<file path="src/rtl/slc3_pkg.sv">
// slc3_pkg: shared types and encodings for the SLC-3 control unit.
//   state_e  - control FSM states
//   alu_op_e - ALU operation select driven on aluop
//   op_e     - IR[15:12] opcode values the controller acts on
//   ctrl_t   - bundle of every control output, decoded per state
//   mux-select localparams for PCMUX, DRMUX, ALUMUX, ADDR1MUX, ADDR2MUX, MARMUX
package slc3_pkg;

    typedef enum logic [4:0] {
        S_HALTED,
        S_FETCH1,
        S_FETCH2,
        S_FETCH3,
        S_DECODE,
        S_ADD,
        S_AND,
        S_NOT,
        S_BR1,
        S_BR2,
        S_JMP,
        S_JSR1,
        S_JSR2,     // JSR: PC <- PC + off11
        S_JSRR2,    // JSRR: PC <- BaseR through the ALU
        S_LDR1,
        S_LDR2,
        S_LDR3,
        S_STR1,
        S_STR2,
        S_STR3,
        S_PAUSE1,
        S_PAUSE2,
        S_MEM_ERR   // one-cycle timeout indication, then refetch
    } state_e;

    typedef enum logic [3:0] {
        ALU_ADD    = 4'd0,
        ALU_AND    = 4'd1,
        ALU_NOT    = 4'd2,
        ALU_PASS_A = 4'd3,
        ALU_PASS_B = 4'd4
    } alu_op_e;

    typedef enum logic [3:0] {
        OP_BR    = 4'b0000,
        OP_ADD   = 4'b0001,
        OP_JSR   = 4'b0100,
        OP_AND   = 4'b0101,
        OP_LDR   = 4'b0110,
        OP_STR   = 4'b0111,
        OP_NOT   = 4'b1001,
        OP_JMP   = 4'b1100,
        OP_PAUSE = 4'b1101
    } op_e;

    // PCMUX: 00 pc+1, 01 cpu_bus, 10 br_adder
    localparam logic [1:0] PCMUX_INC   = 2'b00;
    localparam logic [1:0] PCMUX_BUS   = 2'b01;
    localparam logic [1:0] PCMUX_ADDER = 2'b10;
    // DRMUX: only MDR_In is ever selected
    localparam logic [1:0] DRMUX_MDR   = 2'b00;
    // ALUMUX: 00 sr2mux (01 would select offset6, unused by this controller)
    localparam logic [1:0] ALUMUX_SR2  = 2'b00;
    // ADDR1MUX / ADDR2MUX / MARMUX
    localparam logic       ADDR1_PC    = 1'b0;
    localparam logic       ADDR1_SR1   = 1'b1;
    localparam logic [1:0] ADDR2_OFF11 = 2'b00;
    localparam logic [1:0] ADDR2_OFF9  = 2'b01;
    localparam logic [1:0] ADDR2_OFF6  = 2'b10;
    localparam logic       MARMUX_ADDER = 1'b0;

    typedef struct packed {
        logic       ld_pc;
        logic       ld_mar;
        logic       ld_mdr;
        logic       ld_ir;
        logic       load_regfile;
        logic       load_cc;
        logic       ld_led;
        logic [1:0] pcmux;
        logic [1:0] drmux;
        logic [1:0] alumux_sel;
        logic       addr1mux;
        logic [1:0] addr2mux;
        logic       marmux;
        alu_op_e    aluop;
        logic       gate_pc;
        logic       gate_mdr;
        logic       gate_alu;
        logic       gate_marmux;
        logic       mem_rd;
        logic       mem_wr;
        logic       mem_err;
    } ctrl_t;

    // States that hold a memory strobe and wait for mem_resp.
    function automatic logic is_wait_state(input state_e s);
        return (s == S_FETCH2) || (s == S_LDR2) || (s == S_STR3);
    endfunction

endpackage

</file>
<file path="src/rtl/slc3_mem_wait.sv">
// slc3_mem_wait: memory wait-cycle counter with timeout compare, plus the
// rising-edge detector for the front-panel cont input.
//   clk, reset  - clock, synchronous active-high reset
//   in_wait     - controller is in a memory wait state this cycle
//   mem_resp    - memory done
//   cont        - front-panel continue level
//   timeout     - in_wait, no response, and this is the last allowed cycle
//   cont_rise   - cont is 1 now and was 0 in the previous cycle
module slc3_mem_wait #(
    parameter int unsigned MEM_TIMEOUT = 255
) (
    input  logic clk,
    input  logic reset,
    input  logic in_wait,
    input  logic mem_resp,
    input  logic cont,
    output logic timeout,
    output logic cont_rise
);

    // The wait state lasts MEM_TIMEOUT cycles: count runs 0..MEM_TIMEOUT-1.
    localparam logic [7:0] LAST_COUNT = 8'(MEM_TIMEOUT - 1);

    logic [7:0] wait_count_reg;
    logic       cont_prev_reg;

    always_ff @(posedge clk) begin
        if (reset) begin
            wait_count_reg <= 8'd0;
            // Start as "high" so a cont already held at reset release is
            // never taken as a fresh press.
            cont_prev_reg  <= 1'b1;
        end else begin
            // Wait states are never entered from another wait state, so
            // clearing whenever we are outside one gives a zero count on entry.
            if (in_wait && !mem_resp) begin
                wait_count_reg <= wait_count_reg + 8'd1;
            end else begin
                wait_count_reg <= 8'd0;
            end
            cont_prev_reg <= cont;
        end
    end

    assign timeout   = in_wait && !mem_resp && (wait_count_reg == LAST_COUNT);
    assign cont_rise = cont && !cont_prev_reg;

endmodule

</file>
<file path="src/rtl/slc3_control.sv">
// slc3_control: Moore control FSM sequencing the SLC-3 datapath through
// fetch / decode / execute, the memory read/write handshake and the
// run / pause / continue front-panel protocol.
//   Inputs : clk, reset (sync, active-high), run, cont, opcode (IR[15:12]),
//            branch_enable, jsr_sel (IR[11]), mem_resp
//   Outputs: datapath loads (LD_PC, LD_MAR, LD_MDR, LD_IR, load_regfile,
//            load_cc, ld_led), mux selects (PCMUX, DRMUX, alumux_sel,
//            ADDR1MUX, ADDR2MUX, MARMUX), aluop, bus gates (gate_pc,
//            gate_mdr, gate_alu, gate_marmux), mem_rd, mem_wr, mem_err
// Every output is a function of the current state only.
module slc3_control
    import slc3_pkg::*;
#(
    parameter int unsigned MEM_TIMEOUT = 255
) (
    input  logic       clk,
    input  logic       reset,
    input  logic       run,
    input  logic       cont,
    input  logic [3:0] opcode,
    input  logic       branch_enable,
    input  logic       jsr_sel,
    input  logic       mem_resp,
    output logic       LD_PC,
    output logic       LD_MAR,
    output logic       LD_MDR,
    output logic       LD_IR,
    output logic       load_regfile,
    output logic       load_cc,
    output logic       ld_led,
    output logic [1:0] PCMUX,
    output logic [1:0] DRMUX,
    output logic [1:0] alumux_sel,
    output logic       ADDR1MUX,
    output logic [1:0] ADDR2MUX,
    output logic       MARMUX,
    output logic [3:0] aluop,
    output logic       gate_pc,
    output logic       gate_mdr,
    output logic       gate_alu,
    output logic       gate_marmux,
    output logic       mem_rd,
    output logic       mem_wr,
    output logic       mem_err
);

    state_e state_reg;
    state_e state_next;
    ctrl_t  ctrl;
    logic   in_wait;
    logic   timeout;
    logic   cont_rise;

    assign in_wait = is_wait_state(state_reg);

    slc3_mem_wait #(
        .MEM_TIMEOUT (MEM_TIMEOUT)
    ) u_mem_wait (
        .clk       (clk),
        .reset     (reset),
        .in_wait   (in_wait),
        .mem_resp  (mem_resp),
        .cont      (cont),
        .timeout   (timeout),
        .cont_rise (cont_rise)
    );

    // State register. Reset from any state (including a memory wait) lands
    // in HALTED on the next edge; strobes drop with it because outputs are
    // decoded from state.
    always_ff @(posedge clk) begin
        if (reset) begin
            state_reg <= S_HALTED;
        end else begin
            state_reg <= state_next;
        end
    end

    // Next-state logic.
    always_comb begin
        state_next = state_reg;
        case (state_reg)
            S_HALTED:  if (run) state_next = S_FETCH1;
            S_FETCH1:  state_next = S_FETCH2;
            S_FETCH2: begin
                if (mem_resp)     state_next = S_FETCH3;
                else if (timeout) state_next = S_MEM_ERR;
            end
            S_FETCH3:  state_next = S_DECODE;
            S_DECODE: begin
                case (op_e'(opcode))
                    OP_ADD:   state_next = S_ADD;
                    OP_AND:   state_next = S_AND;
                    OP_NOT:   state_next = S_NOT;
                    OP_BR:    state_next = S_BR1;
                    OP_JMP:   state_next = S_JMP;
                    OP_JSR:   state_next = S_JSR1;
                    OP_LDR:   state_next = S_LDR1;
                    OP_STR:   state_next = S_STR1;
                    OP_PAUSE: state_next = S_PAUSE1;
                    // Unimplemented opcodes act as NOPs; PC already advanced.
                    default:  state_next = S_FETCH1;
                endcase
            end
            S_ADD, S_AND, S_NOT, S_JMP, S_BR2, S_JSR2, S_JSRR2, S_LDR3,
            S_MEM_ERR:
                state_next = S_FETCH1;
            S_BR1:     state_next = branch_enable ? S_BR2 : S_FETCH1;
            // jsr_sel is resolved here so that JSR2/JSRR2 stay pure Moore states.
            S_JSR1:    state_next = jsr_sel ? S_JSR2 : S_JSRR2;
            S_LDR1:    state_next = S_LDR2;
            S_LDR2: begin
                if (mem_resp)     state_next = S_LDR3;
                else if (timeout) state_next = S_MEM_ERR;
            end
            S_STR1:    state_next = S_STR2;
            S_STR2:    state_next = S_STR3;
            S_STR3: begin
                if (mem_resp)     state_next = S_FETCH1;
                else if (timeout) state_next = S_MEM_ERR;
            end
            // A press already under way during PAUSE1 is honoured too.
            S_PAUSE1:  state_next = cont_rise ? S_FETCH1 : S_PAUSE2;
            S_PAUSE2:  if (cont_rise) state_next = S_FETCH1;
            default:   state_next = S_HALTED;
        endcase
    end

    // Output decode: everything defaults to zero (ALU_ADD is the zero code).
    always_comb begin
        ctrl = '0;
        ctrl.drmux      = DRMUX_MDR;
        ctrl.marmux     = MARMUX_ADDER;
        ctrl.alumux_sel = ALUMUX_SR2;
        case (state_reg)
            S_FETCH1: begin
                ctrl.gate_pc = 1'b1;
                ctrl.ld_mar  = 1'b1;
                ctrl.ld_pc   = 1'b1;
                ctrl.pcmux   = PCMUX_INC;
            end
            S_FETCH2, S_LDR2: begin
                ctrl.mem_rd = 1'b1;
                ctrl.ld_mdr = 1'b1;
            end
            S_FETCH3: begin
                ctrl.gate_mdr = 1'b1;
                ctrl.ld_ir    = 1'b1;
            end
            S_ADD, S_AND, S_NOT: begin
                ctrl.gate_alu     = 1'b1;
                ctrl.load_regfile = 1'b1;
                ctrl.load_cc      = 1'b1;
                ctrl.aluop        = (state_reg == S_ADD) ? ALU_ADD :
                                    (state_reg == S_AND) ? ALU_AND : ALU_NOT;
            end
            S_BR2: begin
                ctrl.pcmux    = PCMUX_ADDER;
                ctrl.addr1mux = ADDR1_PC;
                ctrl.addr2mux = ADDR2_OFF9;
                ctrl.ld_pc    = 1'b1;
            end
            S_JMP, S_JSRR2: begin
                ctrl.aluop    = ALU_PASS_A;
                ctrl.gate_alu = 1'b1;
                ctrl.pcmux    = PCMUX_BUS;
                ctrl.ld_pc    = 1'b1;
            end
            S_JSR1: begin
                // Return address into R7; datapath storemux picks R7 from jsr_sel.
                ctrl.gate_pc      = 1'b1;
                ctrl.load_regfile = 1'b1;
            end
            S_JSR2: begin
                ctrl.pcmux    = PCMUX_ADDER;
                ctrl.addr1mux = ADDR1_PC;
                ctrl.addr2mux = ADDR2_OFF11;
                ctrl.ld_pc    = 1'b1;
            end
            S_LDR1, S_STR1: begin
                ctrl.addr1mux    = ADDR1_SR1;
                ctrl.addr2mux    = ADDR2_OFF6;
                ctrl.gate_marmux = 1'b1;
                ctrl.ld_mar      = 1'b1;
            end
            S_LDR3: begin
                ctrl.gate_mdr     = 1'b1;
                ctrl.load_regfile = 1'b1;
                ctrl.load_cc      = 1'b1;
            end
            S_STR2: begin
                // Source register is addressed through the dest field and
                // passed straight through on the B side.
                ctrl.aluop    = ALU_PASS_B;
                ctrl.gate_alu = 1'b1;
                ctrl.ld_mdr   = 1'b1;
            end
            S_STR3:    ctrl.mem_wr  = 1'b1;
            S_PAUSE1:  ctrl.ld_led  = 1'b1;
            S_MEM_ERR: ctrl.mem_err = 1'b1;
            default: begin
            end
        endcase
    end

    assign LD_PC        = ctrl.ld_pc;
    assign LD_MAR       = ctrl.ld_mar;
    assign LD_MDR       = ctrl.ld_mdr;
    assign LD_IR        = ctrl.ld_ir;
    assign load_regfile = ctrl.load_regfile;
    assign load_cc      = ctrl.load_cc;
    assign ld_led       = ctrl.ld_led;
    assign PCMUX        = ctrl.pcmux;
    assign DRMUX        = ctrl.drmux;
    assign alumux_sel   = ctrl.alumux_sel;
    assign ADDR1MUX     = ctrl.addr1mux;
    assign ADDR2MUX     = ctrl.addr2mux;
    assign MARMUX       = ctrl.marmux;
    assign aluop        = ctrl.aluop;
    assign gate_pc      = ctrl.gate_pc;
    assign gate_mdr     = ctrl.gate_mdr;
    assign gate_alu     = ctrl.gate_alu;
    assign gate_marmux  = ctrl.gate_marmux;
    assign mem_rd       = ctrl.mem_rd;
    assign mem_wr       = ctrl.mem_wr;
    assign mem_err      = ctrl.mem_err;

endmodule
</file>
<file path="config.mk">
export PLATFORM = sky130hd
export DESIGN_NAME = slc3_control
export DESIGN_NICKNAME = d
export VERILOG_FILES = /design/src/rtl/slc3_pkg.sv /design/src/rtl/slc3_mem_wait.sv /design/src/rtl/slc3_control.sv
export SDC_FILE = /design/constraint.sdc
export NUM_CORES = 1
export LEC_CHECK = 0
export BUFFER_PORTS_ARGS = -buffer_cell sky130_fd_sc_hd__clkbuf_2
export CAP_MARGIN = 20
export CORE_MARGIN = 4
export CORE_UTILIZATION = 55
export CTS_BUF_LIST = sky130_fd_sc_hd__clkbuf_8
export DETAILED_ROUTE_END_ITERATION = 10
export HOLD_SLACK_MARGIN = 0.08
export PLACE_DENSITY = 0.84
export SLEW_MARGIN = 20
export SYNTH_ARGS = -nofsm -noshare
export SYNTH_HDL_FRONTEND = slang
export SYNTH_SLANG_ARGS = --single-unit
</file>
<file path="constraint.sdc">
create_clock -name clk -period 2.1 [get_ports clk]
set_clock_uncertainty 0.2 [all_clocks]
set_input_delay 0.105 -clock clk [delete_from_list [all_inputs] [get_ports clk]]
set_output_delay 0.105 -clock clk [all_outputs]
set_load 0.05 [all_outputs]
</file>
==> flow_summary.toml <==
[drt]
wl_per_cell_microns = 13.59
drc = 0
vias = 1645
postRouteAntennaNets = 0
drt_first_pass_iters = 4
post_drt_via_cell_ratio = 5.875
drt_iter0_drc = 117
wirelength_microns = 3805

[cts]
cts_tree = "built"
cts_root_buffer = "clkbuf_8"
postCtsSetupBuffers = 0
clockBufferDepth = 2
clk_pin_slew_ps = 50
cts_sinks = 14
clk_latency_ps = 250
cts_buffers = 3
htree_levels = 1

[floorplan]
die_h_microns = 59.81
std_cell_rows = 18
die-area_sq_mm = 0.003577
initial_core_util = 0.5853
core_area_sq_mm = 0.002522
die_w_microns = 59.81
io_pins = 39

[critical_path]
slowest_stage = "or3_1"
crit_fanout = 7
critPathLaunch = "state_reg[1]$_SDFFE_PP0P_"
reg2reg_to = "u_mem_wait.wait_count_reg[4]$_SDFF_PP0_"
critical_path_buf_inv_count = 2
r2r-start = "state_reg[0]$_SDFFE_PP0P_"
end_kind = "output port"
arrival_ps = 1730
criticalPathCategory = "register to output port"
worst_ep_required_time_ps = 1790
start_kind = "register"
cp_cell_sequence = "buf_4, or3_1, o22ai_1, clkbuf_2"
slowest_delay_ps = 430
reg2reg_slack_ps = 370
critPathTopFamily = "buffers and inverters"
rr_worst_depth = 6

[logic_synthesis]
synth_mux_area_frac = 0.01441
synth_compound_area_frac = 0.2297
synth_cell_type_count = 48
synth_cells = 215
synthSimpleGateAreaFrac = 0.3297
ys_top_cells_by_area = "dfxtp_1 19%, nor2_1 7.4%, ha_1 5.9%, a21oi_1 5.8%, nand2_1 5.3%"
synthXorXnorAreaFrac = 0.04746
seq_area_frac_synth = 0.1898
synth_seq_cells = 14
yosysTopAreaCellShare = 0.1898
synth_top_area_cell = "dfxtp_1"
yosys.area_share.adder = 0.06695
syn_area_per_cell_sq_um = 6.867
yosysWarnings = 0
synth_edf_count = 0
synth_top_family_by_area = "simple AND/OR/NAND/NOR gates"
ys.flop_type = "dfxtp_1"
ys_async_sr_fraction = 0
synth_area_sq_mm = 0.001476

[sta]
fin_ws_ps = 66.15
slew_violations = 0
worst_hold_slack_ps = 129.0
finalHoldViolations = 0
fin_crit_sh = 0.9685
setup_violations = 0
fin_crit_ps = 2034
fmax_ghz = 0.4917
rsz0062_at_grt = "true"

[placement]
place_hpwl_microns = 2792
place_ws_ps = 265.1
dpl.cell_count = 273
place_congestion = 0.9714
port_buffers = 32

[worst_hold_path]
min_to = "state_reg[4]$_SDFFE_PP0P_"
hold_path_depth = 3
min_path_type = "input pin to register"
min_from = "mem_resp"

[power_and_ir_drop]
power.density_mw_per_mm2 = 719.0
irDropWorstVdd_v = 0.0005681
report.power.total_mw = 1.265
p_leak_nw = 0.7650

[run]
maxCapViolCount = 0

[finish]
diodes = 0
largest_register_ffs = 8
drive_gt1_frac = 0.2640
utilization = 0.6974
stdcell_count = 280
final_nets = 270
area_growth_pct = 19.15

[global_route]
grt.overflow.total = 0
grt_pass1_vias = 1333
grt_max_degree = 19
antenna_found_initial = 0
grt_first_pass_wirelength_microns = 5968
grt_usage = 0.2156

[status]
status = "completed"
==> layer usage <==
metal,track usage,up-vias,share of wire
met4,0.05696,0,0.012
met3,0.05616,7,0.11
li1,-,805,-
met2,0.3210,87,0.44
met1,0.3056,746,0.44
met5,0,-,0
==> tightest hold or removal path: cells and delay by family <==
family,cells,cell delay (ps)
AOI/OAI and AO/OA,2,280
buffers and inverters,1,160
==> cells in the final DEF (no fill, tap or decap), types with 5 or more instances in the layout <==
master    count
nor2_1       29
clkbuf_2     29
nand2_1      21
a21oi_1      17
buf_4        14
o21ai_0      13
dfxtp_1      12
nand3_1       8
nand2b_1      7
a31oi_1       7
ha_1          7
nor3_1        6
conb_1        6
inv_1         5
xnor2_1       5
==> cell type report <==
class / count / area (sq um)
multi-input cells: 176 / 1064
fillers: 217 / 763.2
repair buffers: 50 / 307.8
flip-flops and latches: 14 / 282.8
clock buffers: 3 / 41.29
well taps: 30 / 37.54
inverters: 7 / 26.28
==> logic make-up after synthesis <==
group | Yosys count
AOI/OAI and AO/OA | 54
xor gates and xnor gates | 8
adders and majority gates | 8
buffers and inverters | 30
DFF | 14
muxes | 2
other | 1
and+or+nand+nor | 98
==> Yosys cell counts (2+ instances only) <==
cell type  number
nor2_1         29
nand2_1        21
a21oi_1        17
dfxtp_1        14
o21ai_0        14
buf_2          12
nor3_1         10
buf_4           9
nand3_1         8
a31oi_1         7
ha_1            7
nand2b_1        7
inv_1           6
xnor2_1         5
and3_1          4
nor2b_1         4
o22ai_1         3
xor2_1          3
a211oi_1        2
buf_6           2
nand3b_1        2
nor2_2          2
nor4_1          2
==> worst max path at each step <==
stage / end / slack (ps) / depth (start not counted)
after detailed placement: ADDR1MUX / 270 / 4
after global routing: mem_rd / -20 / 5
after CTS: load_regfile / 2 / 4
after global placement: load_regfile / 290 / 4
final: load_regfile / 70 / 4
after floorplan: LD_MAR / -260 / 4
==> report_power, final <==
part / total [mW] / switching [mW] / internal (mW)
Sequential: 0.317 / 0.0336 / 0.284
Clock: 0.222 / 0.0947 / 0.127
Combinational: 0.726 / 0.485 / 0.241
==> what timing repair did <==
| action | 4_1_cts | 5_1_grt |
|---|---|---|
| gates cloned | 0 | 0 |
| gates resized for setup | 1 | 5 |
| hold endpoints to repair | 6 | 0 |
| hold buffers | 4 | 0 |
| pin swaps | 0 | 0 |
| setup endpoints to repair | 1 | 12 |
==> per-stage QoR <==
step	area, sq um	TNS, ps
4_1_cts	1757	0
3_3_place_gp	1673	0
2_1_floorplan	1520	-759.7
6_report	1759	0
3_5_place_dp	1673	0
5_1_grt	1759	-19.74
No activity file was read; power rests on OpenSTA's default activity.
